**src/rtl/soc_ram_arb_pkg.sv**
```systemverilog
// ---------------------------------------------------------------------------
// soc_ram_arb_pkg
//   Shared types and helpers for the two-master SoC RAM arbiter.
//   - ram_req_t   : one master request (byte address, write flag, byte
//                   enables, write data)
//   - ram_rsp_t   : one response (read data, error flag)
//   - rsp_state_t : per-master response slot state
//   - addr_hit()  : RAM window decode
// ---------------------------------------------------------------------------
package soc_ram_arb_pkg;

    localparam int NUM_MASTERS = 2;

    typedef struct packed {
        logic [31:0] addr;
        logic        we;
        logic [3:0]  be;
        logic [31:0] wdata;
    } ram_req_t;

    typedef struct packed {
        logic [31:0] rdata;
        logic        err;
    } ram_rsp_t;

    typedef enum logic [1:0] {
        RSP_EMPTY,
        RSP_PASS,
        RSP_HOLD
    } rsp_state_t;

    // A request targets the RAM when its masked address equals the window base.
    function automatic logic addr_hit(
        input logic [31:0] addr,
        input logic [31:0] base,
        input logic [31:0] mask
    );
        return (addr & mask) == base;
    endfunction

endpackage

```
**src/rtl/soc_ram_arb_rsp_slot.sv**
```systemverilog
// ---------------------------------------------------------------------------
// soc_ram_arb_rsp_slot
//   One-entry response slot for a single master. A granted request fills the
//   slot at the end of its grant cycle; the response is then offered on a
//   valid/ready channel until the master accepts it.
//   - Read hits enter PASS: the RAM read data arrives one cycle after the
//     grant and is passed straight through. If the master stalls, the data is
//     captured into the hold register (PASS->HOLD) so it stays stable.
//   - Writes and misses enter HOLD directly with a precomputed response.
// Ports
//   i_clk, i_rst_n   clock, asynchronous active-low reset
//   i_fill           request granted this cycle; load the slot
//   i_fill_pass      granted request is a read hit (data comes from RAM)
//   i_fill_rsp       response for a write or a miss
//   i_ram_rd_data    RAM read data (valid the cycle after a read grant)
//   i_rsp_ready      master accepts the response
//   o_rsp_valid      response valid
//   o_rsp_rdata      response read data (0 when empty)
//   o_rsp_err        response error flag
//   o_free           slot can take a new request this cycle
// ---------------------------------------------------------------------------
module soc_ram_arb_rsp_slot
    import soc_ram_arb_pkg::*;
(
    input  logic        i_clk,
    input  logic        i_rst_n,
    input  logic        i_fill,
    input  logic        i_fill_pass,
    input  ram_rsp_t    i_fill_rsp,
    input  logic [31:0] i_ram_rd_data,
    input  logic        i_rsp_ready,
    output logic        o_rsp_valid,
    output logic [31:0] o_rsp_rdata,
    output logic        o_rsp_err,
    output logic        o_free
);

    rsp_state_t state_reg;
    rsp_state_t state_next;
    ram_rsp_t   hold_reg;
    ram_rsp_t   hold_next;

    // State register
    always_ff @(posedge i_clk or negedge i_rst_n) begin
        if (!i_rst_n) begin
            state_reg <= RSP_EMPTY;
            hold_reg  <= '0;
        end else begin
            state_reg <= state_next;
            hold_reg  <= hold_next;
        end
    end

    // Next-state logic
    always_comb begin
        state_next = state_reg;
        hold_next  = hold_reg;
        case (state_reg)
            RSP_EMPTY: begin
                if (i_fill) begin
                    state_next = i_fill_pass ? RSP_PASS : RSP_HOLD;
                    if (!i_fill_pass) hold_next = i_fill_rsp;
                end
            end
            RSP_PASS: begin
                if (!i_rsp_ready) begin
                    // Master stalled: freeze this cycle's RAM data.
                    state_next = RSP_HOLD;
                    hold_next  = {i_ram_rd_data, 1'b0};
                end else if (i_fill) begin
                    state_next = i_fill_pass ? RSP_PASS : RSP_HOLD;
                    if (!i_fill_pass) hold_next = i_fill_rsp;
                end else begin
                    state_next = RSP_EMPTY;
                end
            end
            RSP_HOLD: begin
                if (i_rsp_ready) begin
                    if (i_fill) begin
                        state_next = i_fill_pass ? RSP_PASS : RSP_HOLD;
                        if (!i_fill_pass) hold_next = i_fill_rsp;
                    end else begin
                        state_next = RSP_EMPTY;
                    end
                end
            end
            default: state_next = RSP_EMPTY;
        endcase
    end

    // Output logic
    always_comb begin
        o_rsp_valid = 1'b0;
        o_rsp_rdata = '0;
        o_rsp_err   = 1'b0;
        case (state_reg)
            RSP_PASS: begin
                o_rsp_valid = 1'b1;
                o_rsp_rdata = i_ram_rd_data;
            end
            RSP_HOLD: begin
                o_rsp_valid = 1'b1;
                o_rsp_rdata = hold_reg.rdata;
                o_rsp_err   = hold_reg.err;
            end
            default: ;
        endcase
        // A full slot frees up in the same cycle its response is accepted.
        o_free = (state_reg == RSP_EMPTY) || i_rsp_ready;
    end

endmodule

```
**src/rtl/soc_ram_arbiter.sv**
```systemverilog
// ---------------------------------------------------------------------------
// soc_ram_arbiter
//   Two-master arbiter in front of the single-port 32-bit SoC RAM.
//   m0 = instruction fetch, m1 = data load/store. At most one request is
//   granted per cycle; a granted hit drives the RAM in the same cycle, a
//   granted miss produces an error response without touching the RAM.
//   Responses return one cycle after the grant through a per-master slot.
// Configuration
//   SOC_RAM_ARB_RR_EN defined   : round-robin on conflicts (the master not
//                                 granted last wins; pointer moves on grant)
//   SOC_RAM_ARB_RR_EN undefined : fixed priority m1 > m0
// Parameters
//   p_addr_base / p_addr_mask   RAM window decode
//   p_err_rdata                 read data returned with an error response
// Ports
//   i_clk, i_rst_n                    clock, asynchronous active-low reset
//   i_m{0,1}_req_valid/o_..._req_ready request handshake (ready = grant)
//   i_m{0,1}_addr/we/be/wdata         request payload
//   o_m{0,1}_rsp_valid/i_..._rsp_ready response handshake
//   o_m{0,1}_rsp_rdata/rsp_err        response payload
//   o_ram_addr/be/wr_en/wr_data/rd_en RAM port (word address)
//   i_ram_rd_data                     RAM read data, one cycle after rd_en
//   i_ram_busy                        RAM busy; blocks all grants
// ---------------------------------------------------------------------------
module soc_ram_arbiter
    import soc_ram_arb_pkg::*;
#(
    parameter logic [31:0] p_addr_base = 32'h10000000,
    parameter logic [31:0] p_addr_mask = 32'hfffff000,
    parameter logic [31:0] p_err_rdata = 32'h00000000
) (
    input  logic        i_clk,
    input  logic        i_rst_n,

    input  logic        i_m0_req_valid,
    output logic        o_m0_req_ready,
    input  logic [31:0] i_m0_addr,
    input  logic        i_m0_we,
    input  logic [3:0]  i_m0_be,
    input  logic [31:0] i_m0_wdata,
    output logic        o_m0_rsp_valid,
    input  logic        i_m0_rsp_ready,
    output logic [31:0] o_m0_rsp_rdata,
    output logic        o_m0_rsp_err,

    input  logic        i_m1_req_valid,
    output logic        o_m1_req_ready,
    input  logic [31:0] i_m1_addr,
    input  logic        i_m1_we,
    input  logic [3:0]  i_m1_be,
    input  logic [31:0] i_m1_wdata,
    output logic        o_m1_rsp_valid,
    input  logic        i_m1_rsp_ready,
    output logic [31:0] o_m1_rsp_rdata,
    output logic        o_m1_rsp_err,

    output logic [29:0] o_ram_addr,
    output logic [3:0]  o_ram_be,
    output logic        o_ram_wr_en,
    output logic [31:0] o_ram_wr_data,
    output logic        o_ram_rd_en,
    input  logic [31:0] i_ram_rd_data,
    input  logic        i_ram_busy
);

    ram_req_t                 req [NUM_MASTERS];
    logic [NUM_MASTERS-1:0]   req_valid;
    logic [NUM_MASTERS-1:0]   rsp_ready;
    logic [NUM_MASTERS-1:0]   hit;
    logic [NUM_MASTERS-1:0]   slot_free;
    logic [NUM_MASTERS-1:0]   eligible;
    logic [NUM_MASTERS-1:0]   grant;
    logic [NUM_MASTERS-1:0]   rsp_valid;
    logic [NUM_MASTERS-1:0]   rsp_err;
    logic [31:0]              rsp_rdata [NUM_MASTERS];
    ram_req_t                 sel_req;
    logic                     sel_hit;

    assign req[0]       = {i_m0_addr, i_m0_we, i_m0_be, i_m0_wdata};
    assign req[1]       = {i_m1_addr, i_m1_we, i_m1_be, i_m1_wdata};
    assign req_valid    = {i_m1_req_valid, i_m0_req_valid};
    assign rsp_ready    = {i_m1_rsp_ready, i_m0_rsp_ready};

    for (genvar gi = 0; gi < NUM_MASTERS; gi++) begin : g_master
        logic     read_hit;
        ram_rsp_t fill_rsp;

        assign hit[gi]      = addr_hit(req[gi].addr, p_addr_base, p_addr_mask);
        // Gating with reset keeps req_ready and RAM enables low during reset.
        assign eligible[gi] = i_rst_n & req_valid[gi] & ~i_ram_busy & slot_free[gi];
        assign read_hit     = hit[gi] & ~req[gi].we;
        assign fill_rsp     = hit[gi] ? ram_rsp_t'('0) : ram_rsp_t'({p_err_rdata, 1'b1});

        soc_ram_arb_rsp_slot u_slot (
            .i_clk         (i_clk),
            .i_rst_n       (i_rst_n),
            .i_fill        (grant[gi]),
            .i_fill_pass   (read_hit),
            .i_fill_rsp    (fill_rsp),
            .i_ram_rd_data (i_ram_rd_data),
            .i_rsp_ready   (rsp_ready[gi]),
            .o_rsp_valid   (rsp_valid[gi]),
            .o_rsp_rdata   (rsp_rdata[gi]),
            .o_rsp_err     (rsp_err[gi]),
            .o_free        (slot_free[gi])
        );
    end

`ifdef SOC_RAM_ARB_RR_EN
    // Index of the master granted most recently. Resetting to m0 makes m1
    // the winner of the first conflict.
    logic last_grant_reg;
    logic last_grant_next;

    always_ff @(posedge i_clk or negedge i_rst_n) begin
        if (!i_rst_n) last_grant_reg <= 1'b0;
        else          last_grant_reg <= last_grant_next;
    end

    always_comb begin
        grant = eligible;
        if (&eligible) begin
            grant = last_grant_reg ? 2'b01 : 2'b10;
        end
        last_grant_next = last_grant_reg;
        if (grant[1])      last_grant_next = 1'b1;
        else if (grant[0]) last_grant_next = 1'b0;
    end
`else
    // Fixed priority: m1 always wins a conflict.
    always_comb begin
        grant = eligible;
        if (eligible[1]) grant[0] = 1'b0;
    end
`endif

    // RAM port: payload follows the granted master; enables only on a hit.
    always_comb begin
        sel_req       = grant[1] ? req[1] : req[0];
        sel_hit       = |(grant & hit);
        o_ram_addr    = sel_req.addr[31:2];
        o_ram_be      = sel_req.be;
        o_ram_wr_data = sel_req.wdata;
        o_ram_wr_en   = sel_hit & sel_req.we;
        o_ram_rd_en   = sel_hit & ~sel_req.we;
    end

    assign o_m0_req_ready = grant[0];
    assign o_m1_req_ready = grant[1];
    assign o_m0_rsp_valid = rsp_valid[0];
    assign o_m1_rsp_valid = rsp_valid[1];
    assign o_m0_rsp_rdata = rsp_rdata[0];
    assign o_m1_rsp_rdata = rsp_rdata[1];
    assign o_m0_rsp_err   = rsp_err[0];
    assign o_m1_rsp_err   = rsp_err[1];

endmodule

```
**config.mk**
```make
export PLATFORM = sky130hd
export DESIGN_NAME = soc_ram_arbiter
export DESIGN_NICKNAME = d
export VERILOG_FILES = /design/src/rtl/soc_ram_arb_pkg.sv /design/src/rtl/soc_ram_arb_rsp_slot.sv /design/src/rtl/soc_ram_arbiter.sv
export SDC_FILE = /design/constraint.sdc
export NUM_CORES = 1
export LEC_CHECK = 0
export BUFFER_PORTS_ARGS = -buffer_cell sky130_fd_sc_hd__buf_4
export CAP_MARGIN = 10
export CORE_MARGIN = 8
export CORE_UTILIZATION = 41
export CTS_BUF_LIST = sky130_fd_sc_hd__clkbuf_16
export DETAILED_ROUTE_END_ITERATION = 12
export GPL_TIMING_DRIVEN = 0
export PLACE_DENSITY = 0.78
export SETUP_SLACK_MARGIN = 0.15
export SLEW_MARGIN = 10
export SYNTH_ARGS = -nofsm -noshare
export SYNTH_HDL_FRONTEND = slang
export SYNTH_HIERARCHICAL = 1
export SYNTH_SLANG_ARGS = --single-unit
export TNS_END_PERCENT = 10
```
**constraint.sdc**
```tcl
create_clock -name i_clk -period 2.4 [get_ports i_clk]
set_clock_uncertainty 0.05 [all_clocks]
set_input_delay 0.36 -clock i_clk [delete_from_list [all_inputs] [get_ports i_clk]]
set_output_delay 0.36 -clock i_clk [all_outputs]
set_load 0.01 [all_outputs]
```
== After elaboration in Yosys (flattened, before gate mapping) ==
Index checks and enable logic that the tools add are counted.
Word-level totals
  word-level logic and storage cells: 76
  latch bits: 0
  output and inout port bits: 138
  bits in read-only memories: 0
  bits in writable memories: 0
  input bits: 177
  register bits: 70
  memories kept: 0
Operators by class
  reductions and logical operators: 13
  multiplexer cells: 32
  shift operators: 0
  divide/modulo/power cells: 0
  $add $sub $neg: 0
  $mul: 0
  equal/unequal tests: 10
  $lt $le $gt $ge: 0
  bitwise operators: 15
Operator list (count)
  $mux 33: 8
  $pmux 33 s3: 2
  $pmux 32 s2: 2
  $mux 69: 1
  $eq 20x17->1 const B: 2
  $mux 2: 10
  $pmux 2 s3: 2
  $and 1x1->1: 10
  $ne 2x2->1 const B: 4
  $reduce_and 2->1: 4
  $mux 1: 7
  $reduce_bool 3->1: 2
  $reduce_or 2->1: 3
  $eq 2x1->1 const B: 2
  $eq 2x2->1 const B: 2
  $logic_not 2->1: 2
  $not 1->1: 4
  $and 2x2->2: 1
  $logic_or 1x1->1: 2

== Longest topological paths before layout ==
Gate-level depths: netlist of the first run.
  word-level depth: 7
  mapped depth: 12
  mapped depth without buffers: 9

== Modules after synthesis ==
The synthesis of the first run kept the hierarchy.
By module, submodules not included
  soc_ram_arb_rsp_slot: times used 2, sequential area each 875.8 um^2, cells an instance 246, area an instance 2312.2 um^2
  soc_ram_arbiter: times used 1, sequential area each 0.0 um^2, cells an instance 241, area an instance 1027.2 um^2

== Worst setup path before layout of the first run ==
OpenSTA, ideal clock, no wires.
  path kind: reg-to-reg
  from: register g_master[1].u_slot.state_reg[0]
  to: register g_master[0].u_slot/hold_reg[1] (netlist name)
  setup time: 123 ps
  period minus slack after synthesis: 2481 ps
  data required time: 2227 ps
  slack: -81 ps
  cell stages (with the launch flop): 12
  buffers on the path: 3
  arrival time: 2309 ps
  path through: dfrtp_1 -> inv_1 -> ha_1 -> or2_2 -> nand4b_4 -> buf_2 -> and2_1 -> nand2b_1 -> a211oi_2 -> buf_4 -> buf_4 -> a21oi_2
On the way
  cells in the longest elaborated chain, start to end: 7
  elaborated cells on any way between the ends: 8
  classes of those cells: mux: 5; bitwise: 1; reduce/logical: 2
Ends and longest elaborated chain
  start, declared: line soc_ram_arb_rsp_slot.sv:38  | rsp_state_t state_reg;
  start signal, assigned: line soc_ram_arb_rsp_slot.sv:49  | state_reg <= state_next;
  $logic_not 2->1 *: line soc_ram_arb_rsp_slot.sv:109  | o_free = (state_reg == RSP_EMPTY) || i_rsp_ready;
  $logic_or 1x1->1 *: line soc_ram_arb_rsp_slot.sv:109
  net slot_free[1]: line soc_ram_arbiter.sv:70  | logic [NUM_MASTERS-1:0] slot_free;
  $and 1x1->1 *: line soc_ram_arbiter.sv:90  | assign eligible[gi] = i_rst_n & req_valid[gi] & ~i_ram_busy & slot_free[gi];
  $mux 1 *: line soc_ram_arbiter.sv:133  | if (eligible[1]) grant[0] = 1'b0;
  net o_m0_req_ready: line soc_ram_arbiter.sv:36  | output logic o_m0_req_ready,
  $mux 33 *
  $mux 33, on equally long branches
  $pmux 33 s3 *
  end signal, assigned: line soc_ram_arb_rsp_slot.sv:50  | hold_reg <= hold_next;
  end, declared: line soc_ram_arb_rsp_slot.sv:40  | ram_rsp_t hold_reg;
Mark *: on every way through the listed nets, which the timed path passes. The rest lies on a longest branch. The select of a mux whose other input is x is not followed.
A chain may end at the register's enable or synchronous reset.

== Final worst setup path of the first run ==
  from: register g_master[1].u_slot.state_reg[1]
  to: output port o_ram_wr_data[15]
On the way
  cells in the longest elaborated chain, start to end: 4
Ends and longest elaborated chain
  $logic_not 2->1: line soc_ram_arb_rsp_slot.sv:109
  $logic_or 1x1->1: line soc_ram_arb_rsp_slot.sv:109
  net slot_free[1]: line soc_ram_arbiter.sv:70
  $and 1x1->1: line soc_ram_arbiter.sv:90
  $mux 69: line soc_ram_arbiter.sv:139  | sel_req = grant[1] ? req[1] : req[0];
  end, declared: line soc_ram_arbiter.sv:60  | output logic [31:0] o_ram_wr_data,
The timed path passes the listed nets, and every way through them passes these cells.

==> flow_summary.ini, run 1 <==
[run_status]
status = complete, but fails checks
failed_checks = hold timing, setup timing

[detailed_routing]
vias_per_cell = 5.33
wl_met2_um = 14300
wl_met1_um = 11200
post-route-drc-count = 0
top_layer_used = met4
drt_pass1_iterations = 5
drt-total-wl_um = 28900
drt_iter0_markers = 367
drt-wirelength-per-cell_um = 21.9
wl_met3_um = 2300
dr_total_vias = 7026
postRouteAntennaNets = 0

[logic_synthesis]
synth-edff-count = 0
yosysSeqAreaShare = 0.310
synthTopCellsByArea = dfrtp_1, nand2_1, mux2i_1
ys.flop_type = dfrtp_1
synth_largest_area_cell = dfrtp_1
postSynth.asyncResetShare = 1.00
yosysWarnings = 6
synth_common_cells = nand2_1, dfrtp_1, nor2_1
syn_area_sq_mm = 0.00565
synth_cell_types = 37
syn_avg_cell_area_sq_um = 7.71
synth.most_common_cell = nand2_1
synth_top_cell_area_share = 0.310
netlist_instances = 733
ys_ff_latch = 70

[cts]
clockRootBuffer = clkbuf_16
cts_buffers = 9
cts_tree = yes
cts_hold_buf = 0
clock_path_buffers = 2
cts.sinks = 70
insertion_delay_ns = 0.34
path_clk_slew_ns = 0.06
h-tree-depth = 3

[floorplan]
die_w_um = 133
dieArea_sq_mm = 0.0178
start_util = 0.414
core_area_sq_mm = 0.0137
rows = 43
io_pins = 315
die_h_um = 133

[critical_path]
cp.arrival_ns = 2.06
crit_slowest_cell = dfrtp_1
path_class = register to output port
end_kind = output port
path_max_fanout = 7
required_ns = 1.99
critPathLaunchType = register
r2r_cells = 12
worstPathCellList = inv_2, ha_4, or2_4, nand4b_4, clkinv_4, buf_12, clkbuf_16, nand2_4, nand2_2, buf_6
max_stage_delay_ns = 0.39

[global_route]
track_usage = 0.300
grt_pass1_vias = 6781
grt_pass1_wl_um = 41100
antenna_found_initial = 0
grt_max_degree = 73
overflow = 0

[cells_and_area]
nFillCells = 1060
ff_latch_area_sq_mm = 0.00175
final_nets = 1320
fin_util = 0.729
drive_above_1_share = 0.489
multi_input_area_sq_mm = 0.00439
n_antenna_cell = 0
area_growth_pct = 76.3
largest_reg_flops = 66

[pwr]
irDropWorstVdd_v = 0.000577
power_density_mw_per_mm2 = 837
p_leak_nw = 5.15
p_total_mw = 8.34

[timing]
rsz0062_at_grt = yes
fmax_mhz = 405
max_slew_margin = 0.587
layout_min_cycle_time_ns = 2.47
fin_hold_ws_ns = -0.0281
period_share = 1.03
tns_ns = -0.990
hold_viol = 28
setup_viol = 36
setup_ws_ns = -0.0699
tightestPinTransition_ns = 0.619
maxSlewViolCount = 0

[place]
place_congestion = 1.01
dp_hpwl_um = 21700
numPortBuffers = 310

[min_path]
hp-class = primary input to async pin

[run]
cap_violations = 0
report_power, final:
group	leakage (nW)	internal, mW	total (mW)	switching (mW)
clock	0.150	0.912	1.47	0.562
combinational	4.22	2.42	4.70	2.28
sequential	0.782	1.73	2.17	0.437
total	5.15	5.06	8.34	3.28
logic make-up (layout without fill, tap and decap cells):
group                      count (synthesis)  count (layout)  share of synthesized area
DFF                                       70              70                      0.310
buffers and inverters                     67             409                     0.0653
and+or+nand+nor                          373             373                      0.298
AOI/OAI and AO/OA                        148             148                      0.190
adders and majority gates                 10              10                     0.0221
other                                      1              64                   0.000664
muxes                                     64              64                      0.113
routing by layer:
layer	vias to the layer above	GRT usage
met5	-	0
met4	0	0.112
met3	55	0.0738
met2	331	0.512
met1	3414	0.355
li1	3226	-
final cells by class:
cell class	count	area share
multi-input combinational	659	0.440
timing repair buffer	326	0.264
sequential	70	0.176
buffer	58	0.0613
clock buffer	9	0.0226
tap	180	0.0226
clock inverter	7	0.00967
inverter	9	0.00389
critical path: cells and delay by family, from the launching register on:
kind	cells	cell delay (ns)
DFF	1	0.39
buffers and inverters	5	0.65
and+or+nand+nor	4	0.51
adders and majority gates	1	0.16
path summary, 6_finish.rpt:
path | start | endpoint | slack, ns
max in group asynchronous | i_rst_n | g_master[0].u_slot/hold_reg[0] | 1.86
max reg2reg | g_master[1].u_slot/state_reg[1] | g_master[0].u_slot/hold_reg[31] | -0.02
min | i_rst_n | g_master[1].u_slot/hold_reg[25] | -0.03
max | g_master[1].u_slot/state_reg[1] | o_ram_wr_data[15] | -0.07
min reg2reg | g_master[0].u_slot/hold_reg[12] | g_master[0].u_slot/hold_reg[12] | 0.48
min in group i_clk | i_ram_rd_data[11] | g_master[0].u_slot/hold_reg[12] | 0.30
cells in the final DEF, fill, tap and decap left out, drive strengths merged:
cell / synthesis / layout
a211oi: 2 / 2
a21oi: 68 / 68
a22o: 2 / 2
a22oi: 64 / 64
and2: 3 / 3
and4b: 1 / 1
buf: 39 / 366
bufbuf: 0 / 1
bufinv: 0 / 2
clkbuf: 19 / 26
clkinv: 0 / 3
clkinvlp: 0 / 2
conb: 1 / 64
dfrtp: 70 / 70
ha: 10 / 10
inv: 9 / 9
mux2i: 64 / 64
nand2: 206 / 206
nand2b: 5 / 5
nand3: 1 / 1
nand4: 2 / 2
nand4b: 4 / 4
nor2: 68 / 68
nor2b: 66 / 66
nor3: 2 / 2
nor4: 8 / 8
nor4b: 2 / 2
o21ai: 4 / 4
o21bai: 2 / 2
o31ai: 2 / 2
o32ai: 4 / 4
or2: 4 / 4
or4: 1 / 1
stage by stage:
stage / instance area, sq um / setup WS [ns] / instances
2_1_floorplan: 5900 / 0.143 / 796
3_3_place_gp: 8460 / -0.736 / 1286
3_5_place_dp: 8460 / -0.710 / 1286
4_1_cts: 9530 / -0.0195 / 1311
5_1_grt: 9960 / -0.145 / 1318
6_report: 9960 / -0.0699 / 1318
what timing repair did:
action                                  in CTS  in global routing
cloned                                       2                  1
setup buffers                                7                  6
pin swaps                                   45                 49
endpoints found under the setup margin     199                196
resized for setup                          187                 94
Power figures use the tool's default switching activity.
==> run 2: changes to the inputs <==
Settings changed: GPL_TIMING_DRIVEN 0 to default.
==> flow_summary.ini, run 2 (synthesized netlist as in run 1, its figures left out) <==
[min_path]
hp-class = primary input to async pin

[timing]
period_share = 0.993
layout_min_cycle_time_ns = 2.38
max_slew_margin = 0.577
setup_viol = 0
maxSlewViolCount = 0
tightestPinTransition_ns = 0.635
setup_ws_ns = 0.0171
fin_hold_ws_ns = 0.0211
hold_viol = 0
fmax_mhz = 420
rsz0062_at_grt = yes

[cts]
clock_path_buffers = 2
cts_tree = yes
clockRootBuffer = clkbuf_16
path_clk_slew_ns = 0.07
h-tree-depth = 3
insertion_delay_ns = 0.33
cts.sinks = 70
cts_buffers = 9

[floorplan]
die_w_um = 133
die_h_um = 133
io_pins = 315
core_area_sq_mm = 0.0137
rows = 43
start_util = 0.414
dieArea_sq_mm = 0.0178

[detailed_routing]
drt_iter0_markers = 438
drt_pass1_iterations = 5
vias_per_cell = 5.24
postRouteAntennaNets = 0
dr_total_vias = 6807
drt-wirelength-per-cell_um = 21.0
drt-total-wl_um = 27300
post-route-drc-count = 0

[global_route]
track_usage = 0.281
antenna_found_initial = 0
grt_pass1_vias = 6493
grt_max_degree = 56
overflow = 0
grt_pass1_wl_um = 38900

[cells_and_area]
area_growth_pct = 71.8
n_antenna_cell = 0
drive_above_1_share = 0.445
final_nets = 1300
nFillCells = 1088
final_common_cell = buf_4
largest_reg_flops = 66
final_cell_mix = buf_4, nand2_1, dfrtp_1, nor2b_1

[pwr]
power.internal_mw = 4.86
pwr-share-seq = 0.261
switching_share = 0.385
power_density_mw_per_mm2 = 813
power.switching_mw = 3.04
clkPwrFrac = 0.190
irDropWorstVdd_v = 0.000534
p_comb_frac = 0.549
p_leak_nw = 5.13

[place]
dp_hpwl_um = 20000
post-place-ws_ns = 0.0831
place_congestion = 0.979
numPortBuffers = 310

[critical_path]
end_kind = output port
path_class = register to output port
worstPathCellList = inv_2, ha_4, or2_4, nand4b_4, buf_6, buf_12, nand4b_1, o32ai_2, buf_4
max_stage_delay_ns = 0.36
required_ns = 1.99
critPathLaunchType = register
path_max_fanout = 5
cp.arrival_ns = 1.97
crit_slowest_cell = dfrtp_1

[run]
cap_violations = 0

[run_status]
status = finished clean
==> run 2: critical path, delay by kind of cell (launching register included) <==
family | cells | cell delay [ns]
fa+ha+maj | 1 | 0.16
buf+inv | 4 | 0.48
flops | 1 | 0.36
compound gates | 1 | 0.16
simple gates | 3 | 0.47
==> run 2: what timing repair did <==
item,4_1_cts,5_1_grt
hold buffers,0,0
setup endpoints to repair,118,193
pin swaps,10,21
buffers inserted,13,5
gates cloned,4,4
gates resized for setup,48,99
==> run 2: path summary, 6_finish.rpt <==
path / from / to / slack [ns] / depth (start not counted)
max in group asynchronous: i_rst_n / g_master[0].u_slot/state_reg[1] / 1.68 / 2
hold reg to reg: g_master[0].u_slot/hold_reg[4] / g_master[0].u_slot/hold_reg[4] / 0.48 / 2
min in group i_clk: i_ram_rd_data[16] / g_master[0].u_slot/hold_reg[17] / 0.30 / 3
setup reg to reg: g_master[1].u_slot/state_reg[0] / g_master[0].u_slot/hold_reg[11] / 0.17 / 11
setup / recovery: g_master[1].u_slot/state_reg[0] / o_ram_rd_en / 0.02 / 9
hold / removal: i_rst_n / g_master[1].u_slot/hold_reg[20] / 0.02 / 2
==> run 2: routing by layer <==
layer | vias to the layer above | routed length, um | track usage
met5 | - | 0 | 0
met4 | 0 | 1210 | 0.102
met3 | 78 | 2530 | 0.0915
met2 | 346 | 13000 | 0.474
met1 | 3194 | 10500 | 0.325
li1 | 3189 | - | -
==> run 2: power by group through the flow <==
stage               clock network (mW)  registers [mW]  logic, mW
finish                            1.50            2.06       4.34
global route                      1.57            2.13       4.68
CTS                               1.52            2.04       4.12
detailed placement                   0            2.05       3.93
global placement                     0            2.03       3.85
floorplan                            0            1.97       2.22
==> run 2: per-stage QoR <==
step / util / instances / power [mW] / cell area, sq um / setup TNS [ns]
floorplan: - / 796 / 4.18 / 5900 / 0
global route: 0.711 / 1298 / 8.38 / 9710 / -0.197
global placement: 0.619 / 1256 / 5.89 / 8460 / 0
finish: 0.711 / 1298 / 7.89 / 9710 / 0
CTS: 0.675 / 1289 / 7.67 / 9220 / 0
detailed placement: 0.619 / 1256 / 5.98 / 8460 / 0
==> run 2: final cells by class <==
cell class,count,area (sq um),area share
clock buffer,9,225,0.0232
clock inverter,7,105,0.0108
inverter,9,41.3,0.00425
multi-input combinational,659,4140,0.426
sequential,70,1750,0.181
tap,180,225,0.0232
timing repair buffer,364,3220,0.332
